**src/rtl/timer.sv**
```systemverilog
// -----------------------------------------------------------------------------
// timer -- 8-bit APB up/down timer with programmable prescaler.
//
// Registers (APB, zero wait states):
//   0x00 TDR  R/W  load value
//   0x01 TCR  R/W  [7] load, [5] updown (1 = down), [4] en, [1:0] cks
//   0x02 TSR  R/W0 [0] OVF, [1] UDF (sticky, cleared by writing 0)
//   0x03 TCNT R    counter value
//   other        reads 8'h00, writes ignored
//
// Ports:
//   sys_clk  in   clock, rising edge
//   sys_rst  in   asynchronous active-high reset
//   psel     in   APB select
//   penable  in   APB access phase
//   pwrite   in   1 = write, 0 = read
//   paddr    in   [7:0] register address
//   pwdata   in   [7:0] write data
//   prdata   out  [7:0] read data (combinational, 0 outside read access)
//   pready   out  high during every access phase
//   pslverr  out  always 0
//   tmr_ovf  out  TSR.OVF
//   tmr_udf  out  TSR.UDF
// -----------------------------------------------------------------------------
module timer (
    input  logic       sys_clk,
    input  logic       sys_rst,
    input  logic       psel,
    input  logic       penable,
    input  logic       pwrite,
    input  logic [7:0] paddr,
    input  logic [7:0] pwdata,
    output logic [7:0] prdata,
    output logic       pready,
    output logic       pslverr,
    output logic       tmr_ovf,
    output logic       tmr_udf
);

    localparam logic [7:0] ADDR_TDR  = 8'h00;
    localparam logic [7:0] ADDR_TCR  = 8'h01;
    localparam logic [7:0] ADDR_TSR  = 8'h02;
    localparam logic [7:0] ADDR_TCNT = 8'h03;
    localparam logic [7:0] TCR_MASK  = 8'hB3;

    logic [7:0] r_tdr;
    logic [7:0] r_tcr;
    logic [7:0] r_tcnt;
    logic [3:0] r_div;
    logic       r_ovf;
    logic       r_udf;

    logic       w_access;
    logic       w_wr;
    logic       w_rd;
    logic       w_load;
    logic       w_updown;
    logic       w_en;
    logic [1:0] w_cks;
    logic [3:0] w_div_max;
    logic       w_run;
    logic       w_tick;
    logic       w_wrap_up;
    logic       w_wrap_dn;
    logic       w_tsr_wr;

    assign w_access = psel & penable;
    assign w_wr     = w_access & pwrite;
    assign w_rd     = w_access & ~pwrite;

    assign w_load   = r_tcr[7];
    assign w_updown = r_tcr[5];
    assign w_en     = r_tcr[4];
    assign w_cks    = r_tcr[1:0];

    // Terminal divider value: tick period is 2^(cks+1) cycles.
    always_comb begin
        w_div_max = 4'd1;
        case (w_cks)
            2'd0: w_div_max = 4'd1;
            2'd1: w_div_max = 4'd3;
            2'd2: w_div_max = 4'd7;
            2'd3: w_div_max = 4'd15;
            default: w_div_max = 4'd1;
        endcase
    end

    assign w_run = w_en & ~w_load;
    // >= rather than == so lowering cks mid-period ticks promptly
    // instead of waiting for the 4-bit divider to wrap.
    assign w_tick    = w_run & (r_div >= w_div_max);
    assign w_wrap_up = w_tick & ~w_updown & (r_tcnt == 8'hFF);
    assign w_wrap_dn = w_tick &  w_updown & (r_tcnt == 8'h00);
    assign w_tsr_wr  = w_wr & (paddr == ADDR_TSR);

    // Register writes
    always_ff @(posedge sys_clk or posedge sys_rst) begin
        if (sys_rst) begin
            r_tdr <= '0;
            r_tcr <= '0;
        end else if (w_wr) begin
            if (paddr == ADDR_TDR) r_tdr <= pwdata;
            if (paddr == ADDR_TCR) r_tcr <= pwdata & TCR_MASK;
        end
    end

    // Prescaler: held at zero unless actively counting
    always_ff @(posedge sys_clk or posedge sys_rst) begin
        if (sys_rst) begin
            r_div <= '0;
        end else if (!w_run || w_tick) begin
            r_div <= '0;
        end else begin
            r_div <= r_div + 4'd1;
        end
    end

    // Counter
    always_ff @(posedge sys_clk or posedge sys_rst) begin
        if (sys_rst) begin
            r_tcnt <= '0;
        end else if (w_load) begin
            r_tcnt <= r_tdr;
        end else if (w_tick) begin
            if (w_updown) r_tcnt <= r_tcnt - 8'd1;
            else          r_tcnt <= r_tcnt + 8'd1;
        end
    end

    // Sticky flags: a software write of 0 clears, a hardware set in the
    // same cycle takes priority over that clear.
    always_ff @(posedge sys_clk or posedge sys_rst) begin
        if (sys_rst) begin
            r_ovf <= 1'b0;
            r_udf <= 1'b0;
        end else begin
            r_ovf <= w_wrap_up | (r_ovf & ~(w_tsr_wr & ~pwdata[0]));
            r_udf <= w_wrap_dn | (r_udf & ~(w_tsr_wr & ~pwdata[1]));
        end
    end

    // Read mux
    always_comb begin
        prdata = 8'h00;
        if (w_rd && !sys_rst) begin
            case (paddr)
                ADDR_TDR:  prdata = r_tdr;
                ADDR_TCR:  prdata = r_tcr;
                ADDR_TSR:  prdata = {6'b0, r_udf, r_ovf};
                ADDR_TCNT: prdata = r_tcnt;
                default:   prdata = 8'h00;
            endcase
        end
    end

    assign pready  = w_access;
    assign pslverr = 1'b0;
    assign tmr_ovf = r_ovf;
    assign tmr_udf = r_udf;

endmodule

```
**config.mk**
```make
export PLATFORM = sky130hd
export DESIGN_NAME = timer
export DESIGN_NICKNAME = d
export VERILOG_FILES = /design/src/rtl/timer.sv
export SDC_FILE = /design/constraint.sdc
export NUM_CORES = 1
export LEC_CHECK = 0
export BUFFER_PORTS_ARGS = -buffer_cell sky130_fd_sc_hd__buf_2
export CORE_UTILIZATION = 45
export DETAILED_ROUTE_END_ITERATION = 10
export PLACE_DENSITY_LB_ADDON = 0.2
export SLEW_MARGIN = 20
export SYNTH_ARGS = -nofsm -noshare
export SYNTH_HDL_FRONTEND = slang
export SYNTH_SLANG_ARGS = --single-unit
```
**constraint.sdc**
```tcl
create_clock -name sys_clk -period 3.4 [get_ports sys_clk]
set_input_delay 0.51 -clock sys_clk [delete_from_list [all_inputs] [get_ports sys_clk]]
set_output_delay 0.51 -clock sys_clk [all_outputs]
set_load 0.03 [all_outputs]
```
---- Word-level counts from Yosys, hierarchy flattened ----
Index checks and enable logic that the tools add are counted.
word-level totals
  register bits after elaboration ......... 27
  bits in latches ......................... 0
  memory bits (writable) .................. 0
  ROM bits ................................ 0
  bits of input ports ..................... 21
  output and inout port bits .............. 12
  logic and storage cells ................. 57
  memories kept ........................... 0
cells by class
  $add $sub $neg .......................... 3
  multiply operators ...................... 0
  div/mod/pow operators ................... 0
  $lt $le $gt $ge ......................... 1
  equal/unequal tests ..................... 7
  shift-type cells ........................ 0
  mux-type cells .......................... 7
  bitwise gates (word level) .............. 23
  reduce and logical (&&, ||, !) cells .... 10
operators with widths
  cell                                                                number
  8-bit 2-to-1 mux                                                    4
  8-bit case mux with 4 select lines                                  1
  8-bit by 2-bit == test with 1-bit output, second input constant     2
  8-bit zero test                                                     2
  4-bit case mux with 4 select lines                                  1
  1-bit bitwise AND                                                   14
  8-bit by 1-bit adder with 8-bit output, second input constant       1
  8-bit by 1-bit == test with 1-bit output, second input constant     1
  8-bit == test, second input constant                                1
  8-bit by 1-bit subtractor with 8-bit output, second input constant  1
  1-bit NOT                                                           7
  4-bit by 1-bit adder with 4-bit output, second input constant       1
  2-bit == test, second input constant                                2
  4-bit >= comparator                                                 1
  4-bit 2-to-1 mux                                                    1
  2-bit AND reduction                                                 2
  2-bit by 1-bit == test with 1-bit output, second input constant     1
  1-bit zero test                                                     2
  2-bit zero test                                                     1
  1-bit OR                                                            2
  2-bit nonzero test                                                  1
  1-bit logical AND                                                   1
  1-bit logical OR                                                    1

---- Logic depth before layout (Yosys ltp) ----
  depth in word-level cells ............... 7
  depth in mapped cells ................... 8
  mapped depth without buffers ............ 7

---- Worst setup path after synthesis ----
No wires, ideal clock.
  path type ............................... input to output
  from .................................... input psel
  to ...................................... output prdata[0]
  arrival time ............................ 1.649 ns
  data required time ...................... 2.890 ns
  path slack .............................. 1.241 ns
  stages .................................. 3
  path buffers ............................ 0
  path through ............................ and2_1 nand4_1 nor2b_1
between the ends
  longest elaborated chain between the ends .. 4
ends and longest elaborated chain
  what               line  text
  start, declared    28    input logic psel,
  1-bit bitwise AND  67    assign w_access = psel & penable;
  1-bit bitwise AND  69    assign w_rd = w_access & ~pwrite;
  1-bit logical AND  145   if (w_rd && !sys_rst) begin
  8-bit 2-to-1 mux   145
  end, declared      33    output logic [7:0] prdata,
Every way passes these cells.

---- Final worst setup path ----
  from .................................... input paddr[2]
  to ...................................... output prdata[4]
between the ends
  longest elaborated chain between the ends .. 3
  elaborated cells on any way between the ends .. 6
  those cells by class .................... eq/ne (3); mux (2); reduce/logical (1)
ends and longest elaborated chain
  what                                                                    line  text
  start, declared                                                         31    input logic [7:0] paddr,
  8-bit by 2-bit == test with 1-bit output, or another cell as far along  146   case (paddr)
  8-bit case mux with 4 select lines (*)                                  146
  8-bit 2-to-1 mux (*)                                                    145
Every way passes the cells marked *; elsewhere a longest branch is shown, timed or not.

==> metrics <==
CP startpoint paddr[2]; overall routing resource usage 0.212; Crit Path Max Fanout 8; DRT Wirelength 3860 µm; n_diodes 0; max_slew headroom 0.617; num rows 22; FF-to-FF Start r_tcr[5]; Post-synth EDFFs 0; post-CTS setup buffers 0; GRT met2 Usage 0.358; clock transition at the registers of the reported paths 0.10 ns; WL/cell 15.4 µm; Root Buffer clkbuf_8; Clock Skew 0.0112 ns; gr busiest metal met2; post-route ant nets 0; post-synth top area share 0.383; Area Overhead vs Synth 12.7%; CTS sink count 27; Final GP Congestion 0.856; crit end category output pin; core area 3720 µm²; H-tree depth 1; sequential power share 0.579; DR DRC count 0; initial antenna violation count 0; port bufs 31; Yosys cell types 47; crit path kind input port to output pin; worst setup slack after layout 1.13 ns; die area 4180 µm²; Inserted Clock Buffers 3; Non-Filler Instances 250; # hold bufs at CTS 0; Power Density 286 nW/µm²; Static Leak 0.000936 µW; Post-DP HPWL 2940 µm; Int Pwr 428 µW; clk buf depth 2; Worst VDD drop 0.000155 V; Mapped Cells 175; routing usage on met1 0.287; max_cap viols 0; worst hold-check path type input port to asynchronous set/reset pin; Slew Limit Fails 0; DR vias 1434; RSZ-0062 raised after global routing false; num ports 33; min Tclk post-route 2.27 ns; final worst-path cycle share 0.667; Peak Freq 441 MHz; sequential area share after synthesis 0.383; GR met3 Demand/Resource 0.0229; Post-synth ARST share 1.00; Cells after DPL 246; Clock power frac 0.337; largest net degree at the start of global routing 28; Comb power frac 0.085; Critical Path RT 2.89 ns; crit path launch type input port; grt ovf 0; ys flop type dfrtp_1; Filler cells 368; syn_area_per_cell 10.1 µm²; Die H 64.6 µm; CTS tree built; Synth area leaders dfrtp_1 (38%), ha_1 (7.1%), mux2_2 (5.1%), nor2_1 (4.5%), mux2_4 (4.3%); vias in the first global route 1447; Seq cells post-synth 27; Hold Vio Cnt, Final 0; worst slew pin tran 0.574 ns; layout cells sized above 1 0.277; status complete, no violations; PostCTS Resize Cnt 0; global-route wire length before repair 6820 µm; Sw Ratio 0.246; leading area contributor after synthesis dfrtp_1; First-pass DRT Iterations 4; Final Net Count 235; synth warn 0; worst skew pair latency 0.28 ns; CP arrival 1.76 ns; Die Span X 64.6 µm; number of DRC markers in iteration 0 74; via/cell ratio 5.74; most frequent cells in the layout buf_2 (31), dfrtp_1 (27), nor2_1 (21); Setup WS pre-CTS 1.12 ns; Setup-failing EPs final 0; Switch Pwr 140 µW; area of the mapped netlist 1770 µm²; Initial Utilization 0.475; commonest non-fill, non-tap cell in the layout buf_2; syn_nets 207; Total Neg Setup Slack 0 ns
metrics by stage:
step | instance area, µm² | utilization | hold slack [ns] | power [µW]
2_1_floorplan | 1770 | - | 0.455 | 364
3_3_place_gp | 1940 | 0.522 | 0.480 | 382
3_5_place_dp | 1940 | 0.522 | 0.510 | 384
4_1_cts | 1990 | 0.535 | 0.460 | 573
5_1_grt | 1990 | 0.535 | 0.340 | 590
6_report | 1990 | 0.535 | 0.281 | 568
registers in the layout, indices dropped and copies added (netlist names):
| name | cells |
|---|---|
| tmr_ovf | 1 |
| r_div | 4 |
| r_tcnt | 8 |
| r_tdr | 8 |
| r_tcr | 5 |
| tmr_udf | 1 |
path summary, 6_finish.rpt:
check	to	slack (ns)	cells past startpoint
max	prdata[4]	1.13	5
min	r_tcnt[4]	0.28	2
max reg2reg	r_tcnt[7]	1.21	6
min reg2reg	r_div[0]	0.53	1
max in group asynchronous	r_tcnt[2]	2.74	2
min in group sys_clk	r_tdr[2]	0.46	2
synth_stat cells, drive strengths merged, types with 4 or more instances:
cell / n
nand2: 7
ha: 10
inv: 7
mux2: 13
a22oi: 5
nor2b: 4
a21oi: 8
clkbuf: 6
dfrtp: 27
nor2: 21
nand4: 5
o21ai: 10
critical path, stage by stage:
cell and delay (ns):
buf_2 0.11, nor4_4 0.27, nand4_1 0.37, nor2_1 0.26
buf_2 0.23
cells by family after synthesis:
group                      synth area share
adders and majority gates            0.0822
AOI/OAI and AO/OA                     0.157
DFF                                   0.383
buffers and inverters                0.0418
and+or+nand+nor                       0.173
xor gates and xnor gates             0.0248
other                               0.00212
muxes                                 0.136
power groups by stage:
stage	logic [µW]	clock network (µW)	registers [µW]
global placement	47.1	0	335
detailed placement	48.8	0	335
floorplan	30.1	0	334
finish	48.1	191	329
global route	54.2	206	330
CTS	49.0	195	329
routing by layer:
layer | up-vias | share of wire | routed length, µm
met5 | - | 0 | 0
met4 | 0 | 0.0098 | 38
met3 | 4 | 0.058 | 223
met2 | 46 | 0.49 | 1880
met1 | 694 | 0.44 | 1720
li1 | 690 | - | -
area by class of cell:
| type | count | area [µm²] | area share |
|---|---|---|---|
| multi-input combinational | 132 | 1020 | 0.511 |
| tap | 48 | 60.1 | 0.0302 |
| clock inverter | 1 | 7.51 | 0.00377 |
| sequential | 27 | 676 | 0.340 |
| clock buffer | 3 | 41.3 | 0.0208 |
| inverter | 7 | 26.3 | 0.0132 |
| timing repair buffer | 32 | 163 | 0.0818 |
Note: power is estimated with default switching activity, not from simulation.
